## config.mk

```make
export PLATFORM = sky130hd
export DESIGN_NAME = ipbase_intf_pipeline_dn
export DESIGN_NICKNAME = d
export VERILOG_FILES = /design/src/rtl/ipbase_pkg.sv /design/src/rtl/ipbase_ptr_wrap.sv /design/src/rtl/ipbase_intf_pipeline_dn.sv
export SDC_FILE = /design/constraint.sdc
export NUM_CORES = 2
export LEC_CHECK = 0
export ABC_AREA = 1
export ABC_CLOCK_PERIOD_IN_PS = 38100
export CAP_MARGIN = 0
export CORE_MARGIN = 4
export CORE_UTILIZATION = 50
export CTS_BUF_LIST = sky130_fd_sc_hd__clkbuf_2 sky130_fd_sc_hd__clkbuf_4 sky130_fd_sc_hd__clkbuf_8
export DETAILED_ROUTE_END_ITERATION = 8
export PLACE_DENSITY = 0.83
export SLEW_MARGIN = 20
export SYNTH_ARGS = -nofsm -noshare
export SYNTH_HDL_FRONTEND = slang
export SYNTH_SLANG_ARGS = --single-unit
export TNS_END_PERCENT = 1
```

## constraint.sdc

```tcl
create_clock -name clk -period 38.1 [get_ports clk]
set_input_delay 7.62 -clock clk [delete_from_list [all_inputs] [get_ports clk]]
set_output_delay 7.62 -clock clk [all_outputs]
set_load 0.01 [all_outputs]
```

## src/rtl/ipbase_pkg.sv

```systemverilog
// Shared helpers for the ipbase pipeline/buffer blocks.
package ipbase_pkg;

    // Handshake activity in one cycle, encoded as {pop, push}.
    typedef enum logic [1:0] {
        OpIdle = 2'b00,
        OpPush = 2'b01,
        OpPop  = 2'b10,
        OpBoth = 2'b11
    } op_e;

    // Pointer width for an index range of n entries, never narrower than 1 bit.
    function automatic int unsigned clog2_min1(input int unsigned n);
        return (n <= 2) ? 1 : $clog2(n);
    endfunction

    // Increment with explicit wrap at depth-1, so non power-of-two depths work.
    function automatic int unsigned wrap_inc(input int unsigned ptr, input int unsigned depth);
        return (ptr == depth - 1) ? 0 : ptr + 1;
    endfunction

endpackage

```

## src/rtl/ipbase_ptr_wrap.sv

```systemverilog
// Circular pointer register: enable, synchronous clear, wrap at DEPTH-1.
module ipbase_ptr_wrap
    import ipbase_pkg::*;
#(
    parameter int unsigned DEPTH = 4,
    parameter int unsigned PW    = clog2_min1(DEPTH)
) (
    input  logic          clk,
    input  logic          rst,
    input  logic          i_en,
    input  logic          i_clr,
    output logic [PW-1:0] o_ptr
);

    logic [PW-1:0] r_ptr;
    logic [PW-1:0] w_ptr_inc;

    // Next pointer value, wrapping by compare rather than bit truncation.
    always_comb begin
        w_ptr_inc = PW'(wrap_inc(32'(r_ptr), DEPTH));
    end

    // Pointer register; clear has priority over advance.
    always_ff @(posedge clk or posedge rst) begin
        if (rst) begin
            r_ptr <= '0;
        end else if (i_clr) begin
            r_ptr <= '0;
        end else if (i_en) begin
            r_ptr <= w_ptr_inc;
        end
    end

    assign o_ptr = r_ptr;

endmodule

```

## src/rtl/ipbase_intf_pipeline_dn.sv

```systemverilog
// DEPTH-entry first-word-fall-through register buffer with registered upstream ready,
// synchronous flush, occupancy level, registered almost-full and sticky high-water mark.
module ipbase_intf_pipeline_dn
    import ipbase_pkg::*;
#(
    parameter int unsigned DATA_WIDTH   = 512,
    parameter int unsigned DEPTH        = 4,
    parameter int unsigned AFULL_THRESH = DEPTH - 1,
    localparam int unsigned LW          = $clog2(DEPTH + 1)
) (
    input  logic                  clk,
    input  logic                  rst,
    input  logic                  flush,
    input  logic [DATA_WIDTH-1:0] id,
    input  logic                  id_vld,
    output logic                  id_rdy,
    output logic [DATA_WIDTH-1:0] od,
    output logic                  od_vld,
    input  logic                  od_rdy,
    output logic [LW-1:0]         level,
    output logic                  afull,
    output logic [LW-1:0]         hwm
);

    localparam int unsigned PW = clog2_min1(DEPTH);

    logic [DATA_WIDTH-1:0] r_mem [DEPTH];
    logic [LW-1:0]         r_count;
    logic                  r_id_rdy;
    logic                  r_od_vld;
    logic                  r_afull;
    logic [LW-1:0]         r_hwm;

    logic                  w_push;
    logic                  w_pop;
    op_e                   w_op;
    logic [LW-1:0]         w_count_nxt;
    logic [LW-1:0]         w_hwm_nxt;
    logic [PW-1:0]         w_wp;
    logic [PW-1:0]         w_rp;

    // Handshakes use only registered ready/valid, so no od_rdy -> id_rdy path exists.
    assign w_push = id_vld & r_id_rdy;
    assign w_pop  = r_od_vld & od_rdy;

    // Write pointer: advances on an accepted word; a flushed word is discarded.
    ipbase_ptr_wrap #(
        .DEPTH (DEPTH),
        .PW    (PW)
    ) u_wp (
        .clk   (clk),
        .rst   (rst),
        .i_en  (w_push & ~flush),
        .i_clr (flush),
        .o_ptr (w_wp)
    );

    // Read pointer: advances when the head is taken downstream.
    ipbase_ptr_wrap #(
        .DEPTH (DEPTH),
        .PW    (PW)
    ) u_rp (
        .clk   (clk),
        .rst   (rst),
        .i_en  (w_pop & ~flush),
        .i_clr (flush),
        .o_ptr (w_rp)
    );

    // Storage write; the array carries no reset, validity is tracked by the count.
    always_ff @(posedge clk) begin
        if (w_push && !flush) begin
            r_mem[w_wp] <= id;
        end
    end

    // Next-state occupancy; push+pop together leaves the count unchanged.
    always_comb begin
        w_op        = op_e'({w_pop, w_push});
        w_count_nxt = r_count;
        if (flush) begin
            w_count_nxt = '0;
        end else begin
            case (w_op)
                OpPush:  w_count_nxt = r_count + 1'b1;
                OpPop:   w_count_nxt = r_count - 1'b1;
                default: w_count_nxt = r_count;
            endcase
        end
    end

    // Next high-water mark; flush restarts tracking from zero.
    always_comb begin
        w_hwm_nxt = r_hwm;
        if (flush) begin
            w_hwm_nxt = '0;
        end else if (w_count_nxt > r_hwm) begin
            w_hwm_nxt = w_count_nxt;
        end
    end

    // Count and status flags, all registered from the next-state count.
    always_ff @(posedge clk or posedge rst) begin
        if (rst) begin
            r_count  <= '0;
            r_id_rdy <= 1'b1;
            r_od_vld <= 1'b0;
            r_afull  <= 1'b0;
            r_hwm    <= '0;
        end else begin
            r_count  <= w_count_nxt;
            r_id_rdy <= (w_count_nxt != LW'(DEPTH));
            r_od_vld <= (w_count_nxt != '0);
            r_afull  <= (w_count_nxt >= LW'(AFULL_THRESH));
            r_hwm    <= w_hwm_nxt;
        end
    end

    // Head of the buffer, forced to zero while nothing valid is presented.
    always_comb begin
        od = '0;
        if (r_od_vld) begin
            od = r_mem[w_rp];
        end
    end

    assign id_rdy = r_id_rdy;
    assign od_vld = r_od_vld;
    assign level  = r_count;
    assign afull  = r_afull;
    assign hwm    = r_hwm;

endmodule

```

* Yosys cells after proc, flatten, opt, wreduce, memory -nomap -nowiden
Memories as Yosys holds them, arrays and structs flattened. Index checks and enable logic that the tools add are counted.
Word-level totals: register bits after elaboration 13, bits in writable memories 2048, memories 1
Cells by class: $add $sub $neg 4, magnitude comparators 2, equal/unequal tests 5, mux-type cells 13, bitwise gates (word level) 5, reductions and logical operators 6
Memories:
- r_mem | depth 4, bits a word 512, read ports 1, clocked after memory_dff 0, write ports 1, RTL line ipbase_intf_pipeline_dn.sv:27 | logic [DATA_WIDTH-1:0] r_mem [DEPTH];
Operators by type and width (count):
- $mux W512 | 1
- $mux W2 | 6
- $mux W3 | 3
- $eq A2 B2 Y1 const B | 3
- $pmux W3 S2 | 1
- $reduce_bool A2 Y1 | 3
- $add A2 B1 Y2 const B | 2
- $and A1 B1 Y1 | 4
- $add A3 B1 Y3 const B | 1
- $ge A3 B2 Y1 const B | 1
- $gt A3 B3 Y1 | 1
- $ne A3 B3 Y1 const B | 1
- $reduce_bool A3 Y1 | 1
- $sub A3 B1 Y3 const B | 1
- $eq A2 B1 Y1 const B | 1
- $mux W1 | 2
- $logic_and A1 B1 Y1 | 1
- $logic_not A1 Y1 | 1
- $not A1 Y1 | 1

* Depth between registers and ports, before layout
word-level depth 7, gate-level depth with buffers 18, depth with buffers taken out 18

* Hierarchy
A second synthesis with hierarchy kept.
Unflattened totals: cell total of the unflattened synthesis 6132, area total of the unflattened synthesis 79513.8 µm²
By module, submodules not included:
- ipbase_intf_pipeline_dn | instances 1, cells each 6106, area each 79306.1 µm², seq. area each 61725.4 µm²
- ipbase_ptr_wrap | instances 2, cells each 13, area each 103.8 µm², seq. area each 50.0 µm²

* Worst setup path after synthesis
No wires, ideal clock.
path type input to register, from input port flush, to memory r_mem[0][0] (enable), library setup time 1.402 ns, arrival time 29.345 ns, path slack 7.353 ns, stages on the path 4, path buffers 1, cell sequence inv_1 > clkbuf_1 > nand3_1 > nor2_1
Between the ends: cells in the longest elaborated chain, start to end 4
Ends and longest elaborated chain:
- start, declared | RTL line ipbase_intf_pipeline_dn.sv:13 | input logic flush,
- $logic_not A1 Y1 | RTL line ipbase_intf_pipeline_dn.sv:72 | if (w_push && !flush) begin
- $logic_and A1 B1 Y1 | RTL line ipbase_intf_pipeline_dn.sv:72
- $mux W1 | RTL line ipbase_intf_pipeline_dn.sv:72
- $mux W1 (not written as such) | RTL line ipbase_intf_pipeline_dn.sv:73 | r_mem[w_wp] <= id;
- end, declared | RTL line ipbase_intf_pipeline_dn.sv:27
No other way between the ends.

* Worst setup path in the final report
from register u_rp.r_ptr[0] (netlist: u_rp.o_ptr[0]), to output port od[342]
Between the ends: cells in the longest elaborated chain, start to end 2
Ends and longest elaborated chain:
- start, declared | RTL line ipbase_ptr_wrap.sv:15 | logic [PW-1:0] r_ptr;
- start signal, assigned | RTL line ipbase_ptr_wrap.sv:30 | r_ptr <= w_ptr_inc;
- $mem_v2 Z4 W512
- $mux W512 | RTL line ipbase_intf_pipeline_dn.sv:122 | if (r_od_vld) begin
- end, declared | RTL line ipbase_intf_pipeline_dn.sv:17 | output logic [DATA_WIDTH-1:0] od,
No other way between the ends.

==> key figures <==
GRT
  • Antenna violations before repair: 92
  • Congestion Overflow GR: 0
  • Global-route wire length before repair: 320000 µm
  • GR Util All Layers: 0.256
  • Number of global-route vias before repair: 52.7k
  • Pin count of the biggest net entering global routing: 260

Hold path
  • Kind of path behind the tightest hold check: flip-flop to flip-flop

Layout
  • Post-layout net count: 7701
  • Filler instances: 10.9k
  • FF/Latch Area: 61800 µm²
  • Area growth syn-to-layout: 23.1%
  • Fraction of layout instances using a drive strength above 1: 0.0780
  • Area of the multi-input gates: 15800 µm²

Synth
  • Nets in the synthesized netlist: 6655
  • Synthesized area divided by synthesized cell count: 13.0 µm²
  • Library cells used by synthesis: 25
  • Flops & latches, synth: 2061
  • Share of synthesized area occupied by flip-flops and latches: 0.778
  • Count of synthesis-stage warnings from yosys: 0
  • Mapped Cells: 6128
  • Post-synthesis instance area: 79400 µm²

Routing
  • Met3 wire len: 25200 µm
  • Total DRC errors in the routed layout: 0
  • Wire length reported by the detailed router: 223000 µm
  • Drt wl/cell: 23.4 µm
  • Detailed router's first-iteration violation count: 6922
  • Detailed-route via count: 54.3k
  • Post-detailed-route via-to-cell ratio: 5.69
  • Amount of wire on met2 after detailed routing: 108000 µm
  • Number of nets with antenna violations after detailed routing: 0
  • Number of detailed-routing iterations run before antenna repair: 6
  • DR top layer: met5
  • Routed metal-1 wirelength: 75700 µm

Clock tree
  • Insertion delay to the later sink of the worst-skew pair: 1.06 ns
  • Clock tree from TritonCTS: yes
  • Hold buffer count at cts: 0
  • Resized Gates After CTS: 0
  • Clock Tree Root: sky130_fd_sc_hd__clkbuf_8
  • Number of clock sinks seen by CTS: 2061
  • H-tree level count: 5
  • Clock slew seen by the registers of the worst setup and hold paths: 0.06 ns
  • Clock buffer count from CTS: 338
  • Buffer levels on the longest clock path: 4
  • Setup repair bufs after CTS: 0

Pwr
  • Cell-internal power: 4.31 mW
  • LEAKAGE: 32.6 nW
  • Comb power frac: 0.291
  • Flop pwr share: 0.422
  • Switching power summed over all nets: 2.02 mW
  • Share of power burned in the clock network: 0.288
  • IR drop worst, VDD: 0.0678 mV
  • Power Dens Cells: 64.8 nW/µm²
  • Switching Share: 0.320

Worst setup path
  • Highest fanout seen on the critical path: 82
  • Startpoint type of the worst setup path: flip-flop
  • Worst reg2reg setup slack: 31.99 ns
  • Worst Setup Path Type: flip-flop to primary output
  • Required time reported for the critical path endpoint: 30.48 ns
  • Category of the worst setup path capture point: primary output
  • CP Data Arrival Time: 6.85 ns

Timing
  • Normalized max-slew margin: 0.240
  • Worst-Margin Slew: 1.14 ns
  • Final setup skew: 0.0603 ns
  • Part of the cycle the worst path needs: 0.380
  • Count of final setup violators: 0
  • RSZ-0062 raised after global routing: false
  • Clock period minus final worst setup slack: 14.47 ns
  • Minimum setup slack in the final design: 23.63 ns
  • Setup_tns: 0 ns
  • Fmax achieved: 69.1 MHz
  • Max-slew violation count: 0
  • Final hold violation count: 0

Die
  • Core Footprint: 158000 µm²
  • Core Rows: 146
  • Vertical die dimension: 407 µm
  • Die X-Extent: 407 µm
  • Initial core utilization: 0.502
  • Count of boundary I/O pins: 1038
  • Area of the die: 165000 µm²

Job
  • Count of maximum capacitance violations: 0

Place
  • Last weighted congestion value of the routability-driven placer: 0.882
  • Post-Place Worst Slack: 24.11 ns
  • Number of port buffers: 1037
  • Total half-perimeter wirelength after legalization and detailed placement: 129000 µm

Status
  • Result of the run: finished, final reports clean
## worst max-delay path, cell delays in order, from the launching register on
cell	delay (ns)
sky130_fd_sc_hd__dfrtp_4	0.99
sky130_fd_sc_hd__buf_4	0.81
sky130_fd_sc_hd__buf_4	0.81
sky130_fd_sc_hd__buf_4	0.77
sky130_fd_sc_hd__buf_4	0.80
sky130_fd_sc_hd__nor2_1	0.11
sky130_fd_sc_hd__nor2_1	0.10
sky130_fd_sc_hd__o21ai_0	0.10
sky130_fd_sc_hd__a21oi_1	0.36
sky130_fd_sc_hd__clkdlybuf4s50_1	0.62
## power groups by stage
stage | sequential, mW | clock (mW) | combinational [mW]
after floorplan | 2.81 | 0 | 0.869
after global placement | 2.71 | 0 | 1.76
after detailed placement | 2.71 | 0 | 1.79
after CTS | 2.67 | 1.84 | 1.82
after global routing | 2.68 | 1.95 | 1.95
final | 2.67 | 1.82 | 1.84
## path summary, 6_finish.rpt
path                       depth (start not counted)            end          start
max reg2reg                                        7  r_mem[0][324]         id_rdy
min                                                2         hwm[1]         hwm[1]
min reg2reg                                        2         hwm[1]         hwm[1]
max in group asynchronous                          2  u_rp.o_ptr[1]            rst
max                                                9        od[342]  u_rp.o_ptr[0]
min in group asynchronous                          2         od_vld            rst
## logic make-up after synthesis
logic type,Yosys count,synth area share
and+or+nand+nor,2093,0.0991
DFF,2061,0.778
AOI/OAI and AO/OA,1542,0.0972
buffers and inverters,422,0.0237
adders and majority gates,10,0.00167
## final cells by class
type / instances / area share
Sequential cell: 2061 / 0.632
Inverter: 25 / 0.00128
Multi-Input combinational cell: 3645 / 0.161
Timing Repair Buffer: 1103 / 0.113
Antenna cell: 80 / 0.00205
Clock inverter: 108 / 0.00625
Clock buffer: 459 / 0.0571
Tap cell: 2072 / 0.0265
## per-layer routing
| layer | track usage | vias up |
|---|---|---|
| li1 | - | 24100 |
| met1 | 0.296 | 26200 |
| met2 | 0.406 | 3283 |
| met3 | 0.0882 | 733 |
| met4 | 0.171 | 50 |
| met5 | 0 | - |
## layout by cell type (no fill, tap or decap), types with 2 or more instances in the layout
cell type                         count
sky130_fd_sc_hd__nor2_4               4
sky130_fd_sc_hd__ha_1                 9
sky130_fd_sc_hd__clkinv_1            66
sky130_fd_sc_hd__clkinv_2            29
sky130_fd_sc_hd__bufinv_16            5
sky130_fd_sc_hd__dfrtp_1             10
sky130_fd_sc_hd__clkinvlp_4           4
sky130_fd_sc_hd__dfrtp_4              2
sky130_fd_sc_hd__nand4_1              2
sky130_fd_sc_hd__inv_1               22
sky130_fd_sc_hd__a21oi_1            513
sky130_fd_sc_hd__diode_2             80
sky130_fd_sc_hd__clkbuf_8           342
sky130_fd_sc_hd__clkinv_4             2
sky130_fd_sc_hd__nor2_1            2058
sky130_fd_sc_hd__inv_8                3
sky130_fd_sc_hd__buf_4               52
sky130_fd_sc_hd__buf_16               2
sky130_fd_sc_hd__clkbuf_4           117
sky130_fd_sc_hd__buf_12              11
sky130_fd_sc_hd__nand3_1              9
sky130_fd_sc_hd__clkdlybuf4s50_1   1037
sky130_fd_sc_hd__edfxtp_1          2048
sky130_fd_sc_hd__nand2_1             19
sky130_fd_sc_hd__o21ai_0            702
sky130_fd_sc_hd__o21ai_1            324
## synthesized netlist by cell type
| cell type | count | area share |
|---|---|---|
| sky130_fd_sc_hd__nor2_1 | 2062 | 0.097 |
| sky130_fd_sc_hd__fa_1 | 1 | 0.00025 |
| sky130_fd_sc_hd__inv_4 | 1 | 0.000079 |
| sky130_fd_sc_hd__nand2_1 | 19 | 0.00090 |
| sky130_fd_sc_hd__inv_2 | 2 | 0.000095 |
| sky130_fd_sc_hd__buf_2 | 138 | 0.0087 |
| sky130_fd_sc_hd__a21oi_1 | 513 | 0.032 |
| sky130_fd_sc_hd__dfstp_2 | 1 | 0.00033 |
| sky130_fd_sc_hd__clkbuf_1 | 177 | 0.0084 |
| sky130_fd_sc_hd__edfxtp_1 | 2048 | 0.77 |
| sky130_fd_sc_hd__dfrtp_1 | 12 | 0.0038 |
| sky130_fd_sc_hd__buf_4 | 22 | 0.0021 |
| sky130_fd_sc_hd__clkbuf_2 | 24 | 0.0015 |
| sky130_fd_sc_hd__buf_1 | 35 | 0.0017 |
| sky130_fd_sc_hd__ha_1 | 9 | 0.0014 |
| sky130_fd_sc_hd__o31ai_1 | 1 | 0.000095 |
| sky130_fd_sc_hd__buf_6 | 1 | 0.00014 |
| sky130_fd_sc_hd__a211oi_1 | 1 | 0.000095 |
| sky130_fd_sc_hd__o21ai_1 | 324 | 0.020 |
| sky130_fd_sc_hd__inv_1 | 22 | 0.0010 |
| sky130_fd_sc_hd__nand3_1 | 9 | 0.00057 |
| sky130_fd_sc_hd__o21ai_0 | 702 | 0.044 |
| sky130_fd_sc_hd__nand4_1 | 2 | 0.00016 |
| sky130_fd_sc_hd__nor3_1 | 1 | 0.000063 |
| sky130_fd_sc_hd__o22ai_1 | 1 | 0.000079 |
## flip-flops by register name, indices dropped and copies added (netlist names)
| signal | cells |
|---|---|
| u_rp.o_ptr | 2 |
| hwm | 3 |
| id_rdy | 1 |
| od_vld | 1 |
| level | 3 |
| u_wp.o_ptr | 2 |
| afull | 1 |
| r_mem | 2048 |
## through the flow
stage	cell area, µm²	instances	utilization	power (mW)	hold slack [ns]
2_1_floorplan	79400	6128	-	3.68	0.551
3_3_place_gp	91300	8904	0.577	4.47	0.546
3_5_place_dp	91300	8904	0.577	4.51	0.544
4_1_cts	97500	9471	0.616	6.33	0.558
5_1_grt	97700	9535	0.618	6.58	0.588
6_report	97800	9553	0.618	6.33	0.550
Note: power is estimated with default switching activity, not from simulation.
